$ cat src/rtl/fetch_prefetch_unit.sv
// Instruction-fetch front end: issues reads to a 1-cycle synchronous IMEM, buffers
// returned words in a small FIFO and presents the head as the IF/ID register contents.
module fetch_prefetch_unit #(
    parameter int unsigned DEPTH    = 4,
    parameter logic [31:0] RESET_PC = 32'h0000_0000,
    parameter int unsigned IMEM_AW  = 10
) (
    input  logic                       clock,
    input  logic                       reset_n,
    output logic                       imem_req,
    output logic [IMEM_AW-1:0]         imem_addr,
    input  logic [31:0]                imem_rdata,
    input  logic                       redirect,
    input  logic [31:0]                redirect_pc,
    input  logic                       ifid_stall,
    output logic                       ifid_valid,
    output logic [31:0]                ifid_ir,
    output logic [31:0]                ifid_pcplus4,
    output logic [31:0]                fetch_pc,
    output logic [$clog2(DEPTH):0]     queue_count
);

    localparam int unsigned PW = $clog2(DEPTH);
    localparam int unsigned CW = PW + 1;

    logic [31:0]   ir_q  [DEPTH];
    logic [31:0]   ir_d  [DEPTH];
    logic [31:0]   pc4_q [DEPTH];
    logic [31:0]   pc4_d [DEPTH];
    logic [PW-1:0] rd_ptr_q, rd_ptr_d;
    logic [PW-1:0] wr_ptr_q, wr_ptr_d;
    logic [CW-1:0] count_q, count_d;
    logic          inflight_q, inflight_d;
    logic          kill_q, kill_d;
    logic [31:0]   fetch_pc_q, fetch_pc_d;
    logic [31:0]   req_addr_q, req_addr_d;

    logic [CW:0]   occupancy;
    logic          push;
    logic          pop;

    // An in-flight read is counted as occupied so its returning word always has a slot.
    assign occupancy    = {1'b0, count_q} + (CW+1)'(inflight_q);
    assign imem_req     = reset_n && !redirect && (occupancy < (CW+1)'(DEPTH));
    assign imem_addr    = fetch_pc_q[IMEM_AW+1:2];
    assign fetch_pc     = fetch_pc_q;
    assign queue_count  = count_q;
    assign ifid_valid   = (count_q != '0);
    assign ifid_ir      = ifid_valid ? ir_q[rd_ptr_q]  : '0;
    assign ifid_pcplus4 = ifid_valid ? pc4_q[rd_ptr_q] : '0;

    assign push = inflight_q && !kill_q && !redirect;
    assign pop  = ifid_valid && !ifid_stall && !redirect;

    always_comb begin
        ir_d       = ir_q;
        pc4_d      = pc4_q;
        rd_ptr_d   = rd_ptr_q;
        wr_ptr_d   = wr_ptr_q;
        count_d    = count_q;
        inflight_d = imem_req;
        kill_d     = redirect;
        req_addr_d = imem_req ? fetch_pc_q : req_addr_q;
        fetch_pc_d = imem_req ? fetch_pc_q + 32'd4 : fetch_pc_q;

        if (redirect) begin
            rd_ptr_d   = '0;
            wr_ptr_d   = '0;
            count_d    = '0;
            fetch_pc_d = {redirect_pc[31:2], 2'b00};
        end else begin
            if (push) begin
                ir_d[wr_ptr_q]  = imem_rdata;
                pc4_d[wr_ptr_q] = req_addr_q + 32'd4;
                wr_ptr_d        = wr_ptr_q + PW'(1);
            end
            if (pop) begin
                rd_ptr_d = rd_ptr_q + PW'(1);
            end
            count_d = count_q + CW'(push) - CW'(pop);
        end
    end

    always_ff @(negedge clock) begin
        if (!reset_n) begin
            rd_ptr_q   <= '0;
            wr_ptr_q   <= '0;
            count_q    <= '0;
            inflight_q <= 1'b0;
            kill_q     <= 1'b0;
            fetch_pc_q <= RESET_PC;
            req_addr_q <= RESET_PC;
        end else begin
            rd_ptr_q   <= rd_ptr_d;
            wr_ptr_q   <= wr_ptr_d;
            count_q    <= count_d;
            inflight_q <= inflight_d;
            kill_q     <= kill_d;
            fetch_pc_q <= fetch_pc_d;
            req_addr_q <= req_addr_d;
        end
    end

    // Queue storage needs no reset: entries are only visible through count_q.
    always_ff @(negedge clock) begin
        ir_q  <= ir_d;
        pc4_q <= pc4_d;
    end

endmodule

$ cat config.mk
export PLATFORM = sky130hd
export DESIGN_NAME = fetch_prefetch_unit
export DESIGN_NICKNAME = d
export VERILOG_FILES = /design/src/rtl/fetch_prefetch_unit.sv
export SDC_FILE = /design/constraint.sdc
export NUM_CORES = 1
export LEC_CHECK = 0
export BUFFER_PORTS_ARGS = -buffer_cell sky130_fd_sc_hd__buf_2
export CORE_ASPECT_RATIO = 0.75
export CORE_MARGIN = 8
export CORE_UTILIZATION = 45
export CTS_CLUSTER_DIAMETER = 50
export DETAILED_ROUTE_END_ITERATION = 7
export PLACE_DENSITY = 0.75
export SLEW_MARGIN = 20
export SYNTH_ARGS = -nofsm -noshare
export SYNTH_HDL_FRONTEND = slang
export SYNTH_SLANG_ARGS = --single-unit
$ cat constraint.sdc
create_clock -name clock -period 10.4 [get_ports clock]
set_clock_uncertainty 0.05 [all_clocks]
set_input_delay 2.08 -clock clock [delete_from_list [all_inputs] [get_ports clock]]
set_output_delay 2.08 -clock clock [all_outputs]
set_load 0.005 [all_outputs]
# [After elaboration in Yosys (flattened, before gate mapping)]
# Index checks and enable logic that the tools add are counted.
[totals] regBits=329 in_bits=68 output_inout_bits=111 word_cells=59
[classes] add_sub_neg=7 n_lt_le_gt_ge=4 mux=14 n_bitwise=4 n_reduce_logical=14
[op_table] cell="32-bit 2-to-1 mux" count=9
[op_table] cell="128-bit bitwise mux" count=2
[op_table] cell="32-bit binary-select mux with 2-bit select" count=2
[op_table] cell="32-bit by 3-bit adder with 32-bit output, second input constant" count=2
[op_table] cell="32-bit demux with 2-bit select" count=1
[op_table] cell="1-bit logical AND" count=7
[op_table] cell="3-bit >= comparator, second input constant" count=2
[op_table] cell="2-bit inverter with 3-bit output" count=2
[op_table] cell="2-bit by 1-bit adder with 2-bit output, second input constant" count=2
[op_table] cell="3-bit by 1-bit adder with 4-bit output" count=1
[op_table] cell="4-bit by 3-bit less-than comparator with 1-bit output, second input constant" count=1
[op_table] cell="3-bit by 1-bit adder with 3-bit output" count=1
[op_table] cell="1-bit logical NOT" count=3
[op_table] cell="3-bit by 1-bit less-than comparator with 1-bit output, second input constant" count=1
[op_table] cell="3-bit nonzero test" count=1
[op_table] cell="3-bit by 1-bit subtractor with 3-bit output" count=1
[op_table] cell="1-bit inverter" count=2
[op_table] cell="2-bit AND reduction" count=1
[op_table] cell="2-bit nonzero test" count=1
[op_table] cell="2-bit OR reduction" count=1

# [Logic depth before layout (Yosys ltp)]
[logic_depth] depth_word=6 mapped_depth=13 ltp_nobuf=10

==> flow_metrics.tcl <==
set metrics [dict create \
    p_seq_share_pct 44.0 \
    final_nets 1441 \
    crit_slowest_cell "dfxtp_4" \
    worstSetupPathType "reg2out" \
    path_clk_slew_ns 0.03 \
    worstPathCellList "buf_4, mux4_2, nor2b_1, buf_2" \
    p_int_mw 2.33 \
    timing.hold.ws_ns 0.432 \
    ys_types 40 \
    overflow 0 \
    synthMuxAreaShare_pct 10.6 \
    area_growth_pct 27.3 \
    max_stage_delay_ns 0.64 \
    yosys.area.top_type "edfxtp_1" \
    crit_fanout 21 \
    yosysTopAreaCellShare_pct 56.4 \
    worstSkewPairLatency_ns 0.59 \
    cp-start-kind "register" \
    root_buffer "clkbuf_16" \
    design.die.area_um2 35100 \
    syn_inst 882 \
    yosys-top-cells-area "edfxtp_1 56%, mux4_2 11%, dfxtp_1 10%, nor2b_1 3.0%, nand2_1 2.7%" \
    cp.arrival_ns 7.64 \
    syn_avg_cell_area_um2 15.0 \
    yosys_warnings 0 \
    ys.flop_type "edfxtp_1" \
    synth-compound-area-share_pct 4.22 \
    io_buffer_count 172 \
    slew_viol_final 0 \
    synth_edf_count 248 \
    ctsHoldBuffers 0 \
    gp_congestion 0.822 \
    finalHoldViolations 0 \
    wl_um 31000 \
    floorplan.initialDensity_pct 45.6 \
    core_area_um2 29000 \
    status "finished, final reports clean" \
    fp.dieH_um 164 \
    p_sw_mw 0.887 \
    design_area_um2 16800 \
    worstMarginPinSlew_ns 0.594 \
    synthAdderAreaFrac_pct 1.00 \
    rows 54 \
    yosysMostFrequentCell "edfxtp_1" \
    post_cts_buffers 0 \
    first_pass_iters 5 \
    place.detailed.hpwl_um 18400 \
    vias 8989 \
    track_usage_pct 17.8 \
    grt_max_degree 63 \
    wl_per_cell_um 17.4 \
    setup-violations-final 0 \
    max_slew_margin_pct 60.4 \
    synthXorXnorAreaFrac_pct 3.91 \
    power_density_nw_per_um2 191 \
    synth_area_um2 13200 \
    power_frac_comb_pct 3.2 \
    ctsResizeCount 0 \
    synthTopCellsByCount "248 x edfxtp_1, 94 x nand2_1, 69 x dfxtp_1, 64 x nor2b_1, 62 x mux4_2" \
    antenna_found_initial 1 \
    r2r_slack_ns 7.89 \
    yosysSeqAreaShare_pct 66.8 \
    viasPerCell 5.05 \
    clockPowerShare_pct 52.8 \
    fin_tns_setup_ns 0 \
    boundaryPins 179 \
    p_leak_nw 7.23 \
    synth-simple-area-share_pct 10.7 \
    cts_sinks 317 \
    die_w_um 214 \
    async_flop_share_pct 0 \
    grt_pass1_wl_um 49100 \
    ys_ff_latch 317 \
    hold_path_class "reg2reg" \
    h-tree-depth 2 \
    ant_nets 0 \
    clk_path_buf_depth 3 \
    drc_errors 0 \
    maxCapViolCount 0 \
    required_ns 8.27 \
    grt_pass1_vias 9982 \
    irDropWorstVdd_v 0.000111 \
    cts_tree "yes" \
    switching_share_pct 27.6 \
    drt_iter0_drc 558 \
    grt_setup_unrepaired "false" \
    endpoint_kind "primary output" \
    drive_above_1_share_pct 22.9 \
    synth_top_family_by_area "simple AND/OR/NAND/NOR gates" \
    placed_cell_area_um2 14500 \
    cts_buffers 36 \
]
cell usage in the layout, fill, tap and decap left out, drive strengths merged, types with 2 or more instances in the layout:
cell type	count
and2	10
and4	10
and3	18
ha	9
nor4b	2
clkinv	4
or3	2
a22o	6
edfxtp	248
conb	4
buf	187
o21ai	27
mux4	62
clkbuf	37
nor4	7
nor2b	64
nor2	16
nor3	8
nand4	18
a21boi	30
a21oi	21
nand2	95
dfxtp	69
xnor2	35
o211ai	2
nand3	17
xor2	24
inv	336
clkinvlp	8
bufinv	3
state kept, by name (all words and copies together) (netlist names):
| name | flops |
|---|---|
| fetch_pc | 30 |
| inflight_q | 1 |
| ir_q | 128 |
| kill_q | 1 |
| pc4_q | 120 |
| queue_count | 3 |
| rd_ptr_q | 2 |
| req_addr_q | 30 |
| wr_ptr_q | 2 |
cell families (layout without fill, tap and decap cells):
family	Yosys count	in the layout
xor gates and xnor gates	59	59
buffers and inverters	74	575
and+or+nand+nor	269	269
muxes	63	63
DFF	317	317
adders and majority gates	10	10
other	1	5
AOI/OAI and AO/OA	89	89
per-stage QoR:
stage,utilization (%),std cells,worst slack [ns],power (mW)
after global placement,49.9,1401,1.14,1.71
after detailed placement,49.9,1401,1.12,1.71
after global routing,58.0,1778,0.459,3.43
final,58.0,1779,0.626,3.21
after floorplan,-,885,0.398,1.66
after CTS,58.0,1778,0.549,3.28
worst max-delay path, delay by kind of cell (launching register included):
family | cells | cell delay (ns)
flip-flops | 1 | 0.64
multiplexers | 1 | 0.56
buffers and inverters | 2 | 0.49
AND/OR/NAND/NOR | 1 | 0.19
path summary, 6_finish.rpt:
kind	startpoint	to	cells after the start
min reg2reg	req_addr_q[3]$_SDFFE_NN0P_	req_addr_q[3]$_SDFFE_NN0P_	2
max reg2reg	queue_count[1]$_SDFF_NN0_	req_addr_q[29]$_SDFFE_NN0P_	10
min	req_addr_q[3]$_SDFFE_NN0P_	req_addr_q[3]$_SDFFE_NN0P_	2
max	rd_ptr_q[0]$_SDFFE_NN0P_	ifid_pcplus4[15]	4
routing by layer:
layer | track usage (%) | vias to the layer above | share of wire [%]
met5 | 0 | - | 0.042
met4 | 8.21 | 2 | 1.5
met3 | 7.68 | 41 | 8.2
met2 | 27.4 | 321 | 47
met1 | 21.6 | 4359 | 43
li1 | - | 4266 | -
cell type report:
| cell class | count | area (um2) |
|---|---|---|
| Sequential cell | 317 | 8840 |
| Antenna cell | 1 | 2.50 |
| Clock buffer | 37 | 926 |
| Timing Repair Buffer | 187 | 1050 |
| Multi-Input combinational cell | 494 | 4060 |
| Inverter | 10 | 37.5 |
| Fill cell | 2368 | 12200 |
| Tap cell | 392 | 490 |
| Clock inverter | 341 | 1420 |
power by group through the flow:
stage / sequential [mW] / combinational, mW / clock, mW
after floorplan: 1.42 / 0.0573 / 0.182
after global placement: 1.43 / 0.100 / 0.182
after detailed placement: 1.43 / 0.103 / 0.182
after CTS: 1.41 / 0.104 / 1.76
after global routing: 1.41 / 0.115 / 1.91
final: 1.41 / 0.102 / 1.70
No activity file was read; power rests on OpenSTA's default activity.
